===== src/rtl/serial_alu_pkg.sv =====
// Shared definitions for the bit-serial ALU sequencer: function codes, FSM states
// and the default bit-index counter width.
// No logic; imported by serial_alu_shreg and serial_alu_ctrl.
package serial_alu_pkg;

    localparam logic [5:0] FN_AND = 6'b100100;
    localparam logic [5:0] FN_OR  = 6'b100101;
    localparam logic [5:0] FN_ADD = 6'b100000;
    localparam logic [5:0] FN_SUB = 6'b100010;
    localparam logic [5:0] FN_SLT = 6'b101010;

    localparam int unsigned DEF_WIDTH = 32;
    localparam int unsigned DEF_CNT_W = $clog2(DEF_WIDTH);

    typedef enum logic [1:0] {
        ST_IDLE  = 2'd0,
        ST_PASS1 = 2'd1,
        ST_PASS2 = 2'd2,
        ST_FIN   = 2'd3
    } state_e;

    function automatic logic funct_legal(input logic [5:0] f);
        return (f == FN_AND) || (f == FN_OR) || (f == FN_ADD) ||
               (f == FN_SUB) || (f == FN_SLT);
    endfunction

endpackage


===== src/rtl/serial_alu_shreg.sv =====
// WIDTH-bit load / shift-right register; serial data enters at the MSB.
// Latency: load or shift takes effect at the next clock edge; load wins over shift.
// No backpressure: the owner decides every cycle whether to load or shift.
// Ports: clk, rst_n, load_i/load_dat_i (parallel load), shift_i/ser_i (shift in at MSB),
//        q_o (register contents).
module serial_alu_shreg
    import serial_alu_pkg::*;
#(
    parameter int WIDTH = 32
) (
    input  logic             clk,
    input  logic             rst_n,
    input  logic             load_i,
    input  logic [WIDTH-1:0] load_dat_i,
    input  logic             shift_i,
    input  logic             ser_i,
    output logic [WIDTH-1:0] q_o
);

    logic [WIDTH-1:0] sr_q;
    logic [WIDTH-1:0] sr_d;

    always_comb begin
        sr_d = sr_q;
        if (load_i) begin
            sr_d = load_dat_i;
        end else if (shift_i) begin
            sr_d = {ser_i, sr_q[WIDTH-1:1]};
        end
    end

    always_ff @(posedge clk or negedge rst_n) begin
        if (!rst_n) begin
            sr_q <= '0;
        end else begin
            sr_q <= sr_d;
        end
    end

    assign q_o = sr_q;

endmodule


===== src/rtl/serial_alu_ctrl.sv =====
// Bit-serial sequencer driving one external 1-bit ALU slice, LSB first (AND/OR/ADD/SUB/SLT).
// Latency: done WIDTH+1 cycles after start (SLT 2*WIDTH+1, illegal funct 1 cycle).
// No backpressure: start is only sampled in IDLE and ignored while busy or in FIN.
// Ports: start/a_in/b_in/funct request; busy/done/result/carry/zero/err status;
//        slc_* drive the slice, slc_out/slc_cout return from it.
// Optional: define SERIAL_ALU_OVF_EN to add the ovf output (signed overflow of ADD/SUB).
module serial_alu_ctrl
    import serial_alu_pkg::*;
#(
    parameter int WIDTH = 32
) (
    input  logic             clk,
    input  logic             rst_n,
    input  logic             start,
    input  logic [WIDTH-1:0] a_in,
    input  logic [WIDTH-1:0] b_in,
    input  logic [5:0]       funct,
    output logic             busy,
    output logic             done,
    output logic [WIDTH-1:0] result,
    output logic             carry,
    output logic             zero,
    output logic             err,
    output logic             slc_a,
    output logic             slc_b,
    output logic             slc_cin,
    output logic             slc_inv,
    output logic             slc_less,
    output logic [5:0]       slc_signal,
    input  logic             slc_out,
`ifdef SERIAL_ALU_OVF_EN
    input  logic             slc_cout,
    output logic             ovf
`else
    input  logic             slc_cout
`endif
);

    localparam int CNT_W = $clog2(WIDTH);

    state_e           state_q, state_d;
    logic [CNT_W-1:0] cnt_q, cnt_d;
    logic [5:0]       fn_q;
    logic             chain_q;     // carry out of the previous bit
    logic             set_q;       // SLT outcome, fed into bit 0 of PASS2
    logic             carry_q;
    logic             zero_q;
    logic             err_q;
    logic             done_q;
    logic             busy_q;

    logic             accept;
    logic             is_sub;
    logic             is_addsub;
    logic             first_bit;
    logic             last_bit;
    logic             shift_op;
    logic             shift_res;
    logic [WIDTH-1:0] a_sr, b_sr, res_sr;
    logic [WIDTH-1:0] res_shifted;
    logic             unused_opbits;

    assign accept    = (state_q == ST_IDLE) && start;
    assign is_sub    = (fn_q == FN_SUB) || (fn_q == FN_SLT);
    assign is_addsub = (fn_q == FN_ADD) || (fn_q == FN_SUB);
    assign first_bit = (cnt_q == '0);
    assign last_bit  = (cnt_q == CNT_W'(WIDTH - 1));

    // Value the result register takes at this edge when shifting; zero is
    // registered from it so it lines up with the final result.
    assign res_shifted = {slc_out, res_sr[WIDTH-1:1]};

    // Only the LSB of each operand register feeds the slice.
    assign unused_opbits = ^{a_sr[WIDTH-1:1], b_sr[WIDTH-1:1]};

    serial_alu_shreg #(.WIDTH(WIDTH)) u_a_sr (
        .clk        (clk),
        .rst_n      (rst_n),
        .load_i     (accept),
        .load_dat_i (a_in),
        .shift_i    (shift_op),
        .ser_i      (1'b0),
        .q_o        (a_sr)
    );

    serial_alu_shreg #(.WIDTH(WIDTH)) u_b_sr (
        .clk        (clk),
        .rst_n      (rst_n),
        .load_i     (accept),
        .load_dat_i (b_in),
        .shift_i    (shift_op),
        .ser_i      (1'b0),
        .q_o        (b_sr)
    );

    // Cleared on every accepted start so an illegal funct reports result 0.
    serial_alu_shreg #(.WIDTH(WIDTH)) u_res_sr (
        .clk        (clk),
        .rst_n      (rst_n),
        .load_i     (accept),
        .load_dat_i ('0),
        .shift_i    (shift_res),
        .ser_i      (slc_out),
        .q_o        (res_sr)
    );

    always_comb begin
        state_d    = state_q;
        cnt_d      = cnt_q;
        shift_op   = 1'b0;
        shift_res  = 1'b0;
        slc_a      = 1'b0;
        slc_b      = 1'b0;
        slc_cin    = 1'b0;
        slc_inv    = 1'b0;
        slc_less   = 1'b0;
        slc_signal = 6'b000000;
        case (state_q)
            ST_IDLE: begin
                if (start) begin
                    cnt_d   = '0;
                    state_d = funct_legal(funct) ? ST_PASS1 : ST_FIN;
                end
            end
            ST_PASS1: begin
                slc_a      = a_sr[0];
                slc_b      = b_sr[0];
                slc_inv    = is_sub;
                slc_cin    = first_bit ? is_sub : chain_q;
                // SLT first computes A-B to derive its set bit.
                slc_signal = (fn_q == FN_SLT) ? FN_SUB : fn_q;
                shift_op   = 1'b1;
                shift_res  = 1'b1;
                cnt_d      = cnt_q + CNT_W'(1);
                if (last_bit) begin
                    cnt_d   = '0;
                    state_d = (fn_q == FN_SLT) ? ST_PASS2 : ST_FIN;
                end
            end
            ST_PASS2: begin
                slc_signal = FN_SLT;
                slc_less   = first_bit & set_q;
                shift_res  = 1'b1;
                cnt_d      = cnt_q + CNT_W'(1);
                if (last_bit) begin
                    cnt_d   = '0;
                    state_d = ST_FIN;
                end
            end
            ST_FIN: begin
                state_d = ST_IDLE;
            end
            default: begin
                state_d = ST_IDLE;
            end
        endcase
    end

    always_ff @(posedge clk or negedge rst_n) begin
        if (!rst_n) begin
            state_q <= ST_IDLE;
            cnt_q   <= '0;
            fn_q    <= '0;
            chain_q <= 1'b0;
            set_q   <= 1'b0;
            carry_q <= 1'b0;
            zero_q  <= 1'b0;
            err_q   <= 1'b0;
            done_q  <= 1'b0;
            busy_q  <= 1'b0;
        end else begin
            state_q <= state_d;
            cnt_q   <= cnt_d;
            done_q  <= (state_d == ST_FIN);
            busy_q  <= (state_d == ST_PASS1) || (state_d == ST_PASS2);
            err_q   <= (state_d == ST_FIN) && (state_q == ST_IDLE);
            if (accept) begin
                fn_q    <= funct;
                chain_q <= 1'b0;
                set_q   <= 1'b0;
                carry_q <= 1'b0;
            end
            if (state_q == ST_PASS1) begin
                chain_q <= slc_cout;
                if (last_bit) begin
                    if (is_addsub) begin
                        carry_q <= slc_cout;
                    end
                    // Sign of the difference corrected by signed overflow.
                    if (fn_q == FN_SLT) begin
                        set_q <= slc_out ^ (slc_cin ^ slc_cout);
                    end
                end
            end
            if (state_d == ST_FIN) begin
                zero_q <= (state_q == ST_IDLE) ? 1'b1 : (res_shifted == '0);
            end
        end
    end

`ifdef SERIAL_ALU_OVF_EN
    logic ovf_q;

    always_ff @(posedge clk or negedge rst_n) begin
        if (!rst_n) begin
            ovf_q <= 1'b0;
        end else if (accept) begin
            ovf_q <= 1'b0;
        end else if ((state_q == ST_PASS1) && last_bit && is_addsub) begin
            ovf_q <= slc_cin ^ slc_cout;
        end
    end

    assign ovf = ovf_q;
`endif

    assign busy   = busy_q;
    assign done   = done_q;
    assign result = res_sr;
    assign carry  = carry_q;
    assign zero   = zero_q;
    assign err    = err_q;

endmodule


===== config.mk =====
export PLATFORM = sky130hd
export DESIGN_NAME = serial_alu_ctrl
export DESIGN_NICKNAME = d
export VERILOG_FILES = /design/src/rtl/serial_alu_pkg.sv /design/src/rtl/serial_alu_shreg.sv /design/src/rtl/serial_alu_ctrl.sv
export SDC_FILE = /design/constraint.sdc
export NUM_CORES = 1
export LEC_CHECK = 0
export CORE_ASPECT_RATIO = 1.25
export CORE_MARGIN = 3
export CORE_UTILIZATION = 35
export DETAILED_ROUTE_END_ITERATION = 7
export GPL_TIMING_DRIVEN = 0
export PLACE_DENSITY = 0.7
export SLEW_MARGIN = 10
export SYNTH_ARGS = -nofsm -noshare
export SYNTH_HDL_FRONTEND = slang
export SYNTH_SLANG_ARGS = --single-unit

===== constraint.sdc =====
create_clock -name clk -period 5.47 [get_ports clk]
set_clock_uncertainty 0.1 [all_clocks]
set_input_delay 1.641 -clock clk [delete_from_list [all_inputs] [get_ports clk]]
set_output_delay 1.641 -clock clk [all_outputs]
set_load 0.05 [all_outputs]

* Word level (Yosys, flattened, before mapping) *
Cells that the tools add are included.
W data, S select, Z words.

storage, ports and cells
  register bits = 116
  bits of input ports = 75

operators by class
  $add $sub $neg = 1
  eq/ne operators = 16
  mux-type cells = 36
  bitwise logic cells = 3
  reduce and logical (&&, ||, !) cells = 18

operators with widths
  kind                   number
  $mux W32               6
  $eq A6 B6 Y1 const B   8
  $logic_not A32 Y1      1
  $mux W1                20
  $pmux W6 S2            1
  $mux W5                2
  $pmux W5 S2            1
  $eq A2 B2 Y1 const B   4
  $mux W2                4
  $pmux W2 S4            1
  $reduce_bool A2 Y1     4
  $logic_or A1 B1 Y1     7
  $mux W6                1
  $add A5 B1 Y5 const B  1
  $eq A5 B5 Y1 const B   1
  $logic_not A5 Y1       1
  $eq A2 B1 Y1 const B   2
  $logic_and A1 B1 Y1    2
  $logic_not A2 Y1       1
  $ne A2 B2 Y1 const B   1
  $reduce_and A2 Y1      1
  $reduce_or A2 Y1       1
  $xor A1 B1 Y1          2
  $and A1 B1 Y1          1

* Depth between registers and ports, before layout *
Gate-level depths: netlist of run 1.

  word-level depth = 10
  gate-level depth with buffers = 12
  gate-level depth less buffers = 11

* Modules after synthesis *
A second synthesis of run 1 with hierarchy kept.

unflattened totals
  cells, all modules = 544
  area, all modules = 5749.3 um2

modules (own cells, without submodules)
  module            times used  cells an instance  area an instance (um2)
  serial_alu_shreg  3           139                1515.2
  serial_alu_ctrl   1           127                1203.7

* Least setup slack after synthesis of run 1 *
No wires, ideal clock.

  path kind = input -> register
  start point = in start
  end point = reg zero_q (netlist: zero)
  library setup time = 0.076 ns
  data arrival time = 3.530 ns
  slack = 1.764 ns
  cell stages on the path = 10
  buffers on the path = 1
  path through = and2_0 buf_2 nand4b_1 a21oi_1 a221oi_1 ha_1 nor4b_1 nand4_1 or4_1 o21ai_1

between the ends
  longest elaborated chain between the ends = 3

RTL lines
  element               line                    source
  start, declared       serial_alu_ctrl.sv:14   input logic start,
  $mux W2               serial_alu_ctrl.sv:120  if (start) begin
  $pmux W2 S4           serial_alu_ctrl.sv:118  case (state_q)
  net state_d[1]        serial_alu_ctrl.sv:41   state_e state_q, state_d;
  $eq A2 B2 Y1          serial_alu_ctrl.sv:195  if (state_d == ST_FIN) begin
  end signal, assigned  serial_alu_ctrl.sv:196  zero_q <= (state_q == ST_IDLE) ? 1'b1 : (res_shifted == '0);
  end, declared         serial_alu_ctrl.sv:47   logic zero_q;

The timed path passes the listed nets, and every way through them passes these cells.
A chain may end at the register's enable or synchronous reset.

* Worst setup path in the final report of run 1 *
  start point = reg state_q[1]
  end point = out slc_signal[2]

between the ends
  longest elaborated chain between the ends = 2

RTL lines
  element                                              line                    source
  start, declared                                      serial_alu_ctrl.sv:41
  start signal, assigned                               serial_alu_ctrl.sv:172  state_q <= state_d;
  $eq A2 B2 Y1 / $eq A2 B1 Y1 (equally long branches)  serial_alu_ctrl.sv:118
  $pmux W6 S2 *                                        serial_alu_ctrl.sv:118
  end, declared                                        serial_alu_ctrl.sv:29   output logic [5:0] slc_signal,

Every way passes the cells marked *; elsewhere a longest branch is shown, timed or not.

==> impl_metrics.ini, run 1 <==
[cells_and_area]
areaGrowthSynthToFinish_pct = 38.4
num_antenna_cells = 0
design_area_um2 = 7440
nFillCells = 1393
final_cells = 854
drive_gt1_frac = 0.0863
nets = 742
fin_util = 0.496
multiInputGateArea_um2 = 2290
final_common_cell = clkdlybuf4s50_1
mostFrequentLayoutCells = clkdlybuf4s50_1, dfrtp_1, nand2_1, mux2i_1, o21ai_0
seq_area_um2 = 2900

[timing]
maxSlewViolCount = 0
fin_crit_ns = 4.55
rsz0062_at_grt = false
finalHoldViolations = 0
fmax_mhz = 220
setup_viol = 0
final.setup.tns_ns = 0
max_slew.worst_pin.slew_ns = 0.704
fin_crit_sh = 0.832
slew_headroom = 0.531

[power_and_ir_drop]
p_seq_frac = 0.342
switching_power_uw = 1590
power_frac_clock = 0.260
internal_power_uw = 2590
ir_drop_v = 0.000372
p_per_area_nw_per_um2 = 561
p_sw_frac = 0.380
power.total_uw = 4170
combPwrFrac = 0.397
leakagePower_uw = 0.00326

[drt]
drt_first_pass_iters = 4
ant_nets = 0
vias = 4348
post-route-drc-count = 0
routedWlPerCell_um = 16.1
drt_iter0_markers = 147
wirelength_um = 13800
via_per_inst = 5.09

[floorplan]
row_count = 50
die_x_um = 117
initial_utilization = 0.358
coreArea_um2 = 15000
io_pins = 123
die_area_um2 = 16900
die_y_um = 145

[outcome]
status = complete, no violations

[clocking]
root_buffer = clkbuf_16
cts_setup_buffers = 0
hold_buffers = 0
numCtsBuffers = 17
htreeDepth = 4
clock_latency_ns = 0.41
clkTransAtPathRegs_ns = 0.05
cts_tree = done
cts_buffer_depth = 2
ctsResizeCount = 0
cts.sinks = 116

[run]
maxCapViolCount = 0

[place]
gp_congestion = 0.872
dp_hpwl_um = 10200
placed_area_um2 = 6860
dpl.cell_count = 822
portBuffers = 122

[worst_hold_path]
hold_path_class = flip-flop to flip-flop

[synth]
syn-num-nets = 600
synth_edf_count = 0
ys_seq_area_frac = 0.540
synth-seq-cells = 116
ys_top_cells_by_area = dfrtp_1, mux2i_1, nand2_1
synth-async-reset-ratio = 1.00
ys_types = 37
syn-cell-area_um2 = 5380
yosys_warnings = 0
yosysTopAreaCell = dfrtp_1
syn_inst = 517
synth_flop_cell = dfrtp_1
avgSynthCellArea_um2 = 10.4
synth_top_area_frac = 0.540

[critical_path]
cp-end-kind = primary output
crit_fanout = 10
crit_type = flip-flop to primary output
crit_path_start_kind = flip-flop
cp.required_ns = 3.73
arrival_ns = 2.81

[grt]
busiest_layer = met2
grt_pass1_vias = 4432
track_usage = 0.171
grt_use_met3 = 0.0661
grt.overflow.total = 0
met2_usage = 0.269
grt_max_degree = 60
use_met1 = 0.209
antenna_found_initial = 0
grt_pass1_wl_um = 22300
[power groups by stage]
stage | sequential (uW) | clock (uW) | combinational (uW)
global placement | 1430 | 0 | 1620
floorplan | 1570 | 0 | 1010
CTS | 1430 | 1110 | 1680
finish | 1430 | 1090 | 1660
detailed placement | 1440 | 0 | 1680
global route | 1480 | 1150 | 1840
[critical path, stage by stage (launching register included)]
cell and delay [ns]:
dfrtp_1 0.39, inv_1 0.10, ha_1 0.15, buf_2 0.16
clkbuf_1 0.48, and3_1 0.25, clkdlybuf4s50_1 0.86
[cell type report]
class,instances,area share
buffer,32,0.0207
clock buffer,23,0.0655
clock inverter,9,0.0136
inverter,8,0.00403
multi-input combinational,361,0.308
sequential,116,0.390
tap,182,0.0306
timing repair buffer,123,0.168
[Yosys cell counts (2+ instances only)]
library cell / n
nor2_1: 33
clkbuf_1: 9
nand4_1: 2
o31ai_1: 2
dfrtp_1: 116
nand2b_1: 4
and2_1: 3
nor3_1: 3
nand2_1: 96
nor4_1: 5
and3_1: 5
or4_1: 2
o21ai_0: 70
buf_2: 21
nand3_1: 5
ha_1: 8
mux2i_1: 96
buf_4: 2
nor2b_1: 4
a32o_1: 2
a21oi_1: 6
inv_1: 8
[flip-flops by register name (all words and copies together), names as in the netlist]
name	cells
chain_q	1
state_q	2
busy	1
u_res_sr.q_o	32
fn_q	6
set_q	1
zero	1
cnt_q	5
carry	1
done	1
u_b_sr.q_o	32
err	1
u_a_sr.q_o	32
[metrics by stage]
step                setup WS [ns]  hold slack, ns
detailed placement          0.487           0.383
global placement            -1.73           0.384
global route                0.716           0.444
floorplan                    1.76           0.360
finish                      0.920           0.390
CTS                         0.900           0.394
[logic make-up after synthesis]
kind of cell / count (synthesis) / share of synthesized area
adders and majority gates: 8 / 0.0186
xor gates and xnor gates: 1 / 0.00163
AOI/OAI and AO/OA: 87 / 0.0877
buffers and inverters: 40 / 0.0342
muxes: 97 / 0.181
and+or+nand+nor: 168 / 0.137
DFF: 116 / 0.540
[layer usage]
| metal | vias to the layer above | wire (um) |
|---|---|---|
| li1 | 2072 | - |
| met3 | 28 | 955 |
| met5 | - | 0 |
| met4 | 0 | 396 |
| met2 | 128 | 6610 |
| met1 | 2120 | 5800 |
[path summary, 6_finish.rpt]
kind / startpoint / end / slack (ns) / depth (start not counted)
worst max-delay path: state_q[1]$_DFF_PN0_ / slc_signal[2] / 0.92 / 6
max in group asynchronous: rst_n / cnt_q[4]$_DFFE_PN0P_ / 3.51 / 2
worst min-delay path: fn_q[0]$_DFFE_PN0P_ / fn_q[0]$_DFFE_PN0P_ / 0.39 / 2
worst max register to register: state_q[1]$_DFF_PN0_ / zero$_DFFE_PN0N_ / 1.94 / 12
worst min register to register: fn_q[0]$_DFFE_PN0P_ / fn_q[0]$_DFFE_PN0P_ / 0.39 / 2
min in group asynchronous: rst_n / u_a_sr.q_o[23]$_DFFE_PN0P_ / 1.09 / 1
(Power assumes the default switching activity.)
==> run 2, diff against run 1 <==
--- a/config.mk
+++ b/config.mk
@@ -10,7 +10,7 @@
 export CORE_UTILIZATION = 35
 export DETAILED_ROUTE_END_ITERATION = 7
 export GPL_TIMING_DRIVEN = 0
-export PLACE_DENSITY = 0.7
+export PLACE_DENSITY = 0.72
 export SLEW_MARGIN = 10
 export SYNTH_ARGS = -nofsm -noshare
 export SYNTH_HDL_FRONTEND = slang
==> constraint.sdc (replaced) <==
create_clock -name clk -period 3.75 [get_ports clk]
set_clock_uncertainty 0.1 [all_clocks]
set_input_delay 1.125 -clock clk [delete_from_list [all_inputs] [get_ports clk]]
set_output_delay 1.125 -clock clk [all_outputs]
set_load 0.05 [all_outputs]
==> impl_metrics.ini, run 2 (same netlist as run 1, synthesis figures left out) <==
[critical_path]
crit_type = flip-flop to primary output
r2r_end = zero$_DFFE_PN0N_
worst_path_largest_cell_delay_ns = 0.85
arrival_ns = 2.33
cp_top_family = buffers and inverters
cp.required_ns = 2.52
cp-end-kind = primary output
crit_path_start_kind = flip-flop
path_cells = nor3_1, and4_1, clkdlybuf4s50_1
crit_fanout = 4
regToRegStartpoint = state_q[1]$_DFF_PN0_
cp_slowest_cell = clkdlybuf4s50_1
critical_path_buf_inv_count = 1
r2r_setup_slack_ns = 0.66
reg2reg_depth = 11

[outcome]
status = complete, no violations

[cells_and_area]
drive_gt1_frac = 0.103
final_cells = 853
nets = 742
num_antenna_cells = 0
mostFrequentLayoutCells = dfrtp_1, clkdlybuf4s50_1, nand2_1, mux2i_1, o21ai_0
fin_util = 0.494
final_common_cell = dfrtp_1
areaGrowthSynthToFinish_pct = 37.8

[floorplan]
die_y_um = 145
initial_utilization = 0.358
die_x_um = 117
row_count = 50
coreArea_um2 = 15000
die_area_um2 = 16900
io_pins = 123

[timing]
setup_viol = 0
fin_crit_ns = 3.56
finalHoldViolations = 0
max_slew.worst_pin.slew_ns = 0.730
setup_ws_ns = 0.192
maxSlewViolCount = 0
fin_crit_sh = 0.949
final.setup.tns_ns = 0
fmax_mhz = 281
slew_headroom = 0.514
rsz0062_at_grt = false

[worst_hold_path]
hold_path_class = flip-flop to flip-flop
holdPathEnd = fn_q[0]$_DFFE_PN0P_
holdCritStartpoint = fn_q[0]$_DFFE_PN0P_
min_path_cells = 2

[clocking]
root_buffer = clkbuf_16
htreeDepth = 4
cts_setup_buffers = 0
cts_tree = done
cts.sinks = 116
clock_latency_ns = 0.40
cts_buffer_depth = 2
numCtsBuffers = 17
clkTransAtPathRegs_ns = 0.05

[drt]
drt_first_pass_iters = 5
wirelength_um = 14200
ant_nets = 0
via_per_inst = 5.09
drt_iter0_markers = 193
vias = 4344
post-route-drc-count = 0
routedWlPerCell_um = 16.6

[power_and_ir_drop]
leakagePower_uw = 0.00329
power.total_uw = 6070
ir_drop_v = 0.000551
p_per_area_nw_per_um2 = 819

[place]
portBuffers = 122
pre_cts_slack_ns = -0.624
dp_hpwl_um = 10400
dpl.cell_count = 822
gp_congestion = 0.841

[grt]
track_usage = 0.175
grt_max_degree = 62
grt.overflow.total = 0
grt_pass1_vias = 4610
antenna_found_initial = 0
grt_pass1_wl_um = 23200

[run]
maxCapViolCount = 0
run 2: what timing repair did:
action / CTS / global route
hold buffers: 0 / 0
resized for setup: 13 / 18
setup endpoints to repair: 10 / 10
run 2: per-stage QoR:
| stage | instance area, um2 | hold WS [ns] |
|---|---|---|
| after global routing | 7410 | 0.454 |
| final | 7410 | 0.401 |
| after detailed placement | 6860 | 0.389 |
| after global placement | 6830 | 0.381 |
| after floorplan | 5380 | 0.360 |
| after CTS | 7420 | 0.402 |
run 2: how the worst max path moves through the flow:
stage | from | end | cells past startpoint | slack, ns
global placement | rst_n | u_b_sr.q_o[9]$_DFFE_PN0P_ | 1 | -2.93
CTS | state_q[1]$_DFF_PN0_ | slc_signal[0] | 6 | 0.005
detailed placement | start | zero$_DFFE_PN0N_ | 11 | -0.62
finish | fn_q[0]$_DFFE_PN0P_ | slc_inv | 3 | 0.19
floorplan | start | zero$_DFFE_PN0N_ | 10 | 0.56
global route | fn_q[0]$_DFFE_PN0P_ | slc_inv | 3 | 0.02
run 2: metal layers:
| metal | wire, um | up-vias | track usage | share of wire |
|---|---|---|---|---|
| met5 | 0 | - | 0 | 0 |
| met4 | 145 | 0 | 0.0616 | 0.010 |
| met3 | 962 | 11 | 0.0632 | 0.068 |
| met2 | 7010 | 117 | 0.288 | 0.49 |
| met1 | 6070 | 2143 | 0.212 | 0.43 |
| li1 | - | 2073 | - | - |
run 2: final cells by class:
class                   count  area [um2]
fillers                  1399        7600
flip-flops and latches    116        2900
multi-input cells         361        2310
repair buffers            123        1220
clock buffers              21         460
well taps                 182         228
plain buffers              32         155
clock inverters            10         108
inverters                   8        30.0
run 2: power by group:
part | switching (uW) | internal (uW)
clock network | 544 | 1000
registers | 347 | 1750
logic | 1460 | 964
run 2: worst reg2reg max path, cell delays in order (launching register included):
cell and delay [ns]:
dfrtp_1 0.39, inv_1 0.12, ha_1 0.16, buf_2 0.16
buf_2 0.27, o21ai_0 0.17, a221oi_2 0.39, ha_2 0.28
nor4b_2 0.20, nand4_1 0.16, or4_1 0.50, o21ai_1 0.13
==> run 3, diff against run 2 <==
--- a/config.mk
+++ b/config.mk
@@ -8,8 +8,10 @@
 export CORE_ASPECT_RATIO = 1.25
 export CORE_MARGIN = 3
 export CORE_UTILIZATION = 35
+export CTS_CLUSTER_SIZE = 24
 export DETAILED_ROUTE_END_ITERATION = 7
 export GPL_TIMING_DRIVEN = 0
+export HOLD_SLACK_MARGIN = 0.05
 export PLACE_DENSITY = 0.72
 export SLEW_MARGIN = 10
 export SYNTH_ARGS = -nofsm -noshare
==> results of run 3 <==
Final layout, timing and power as in run 2 (identical DEF).
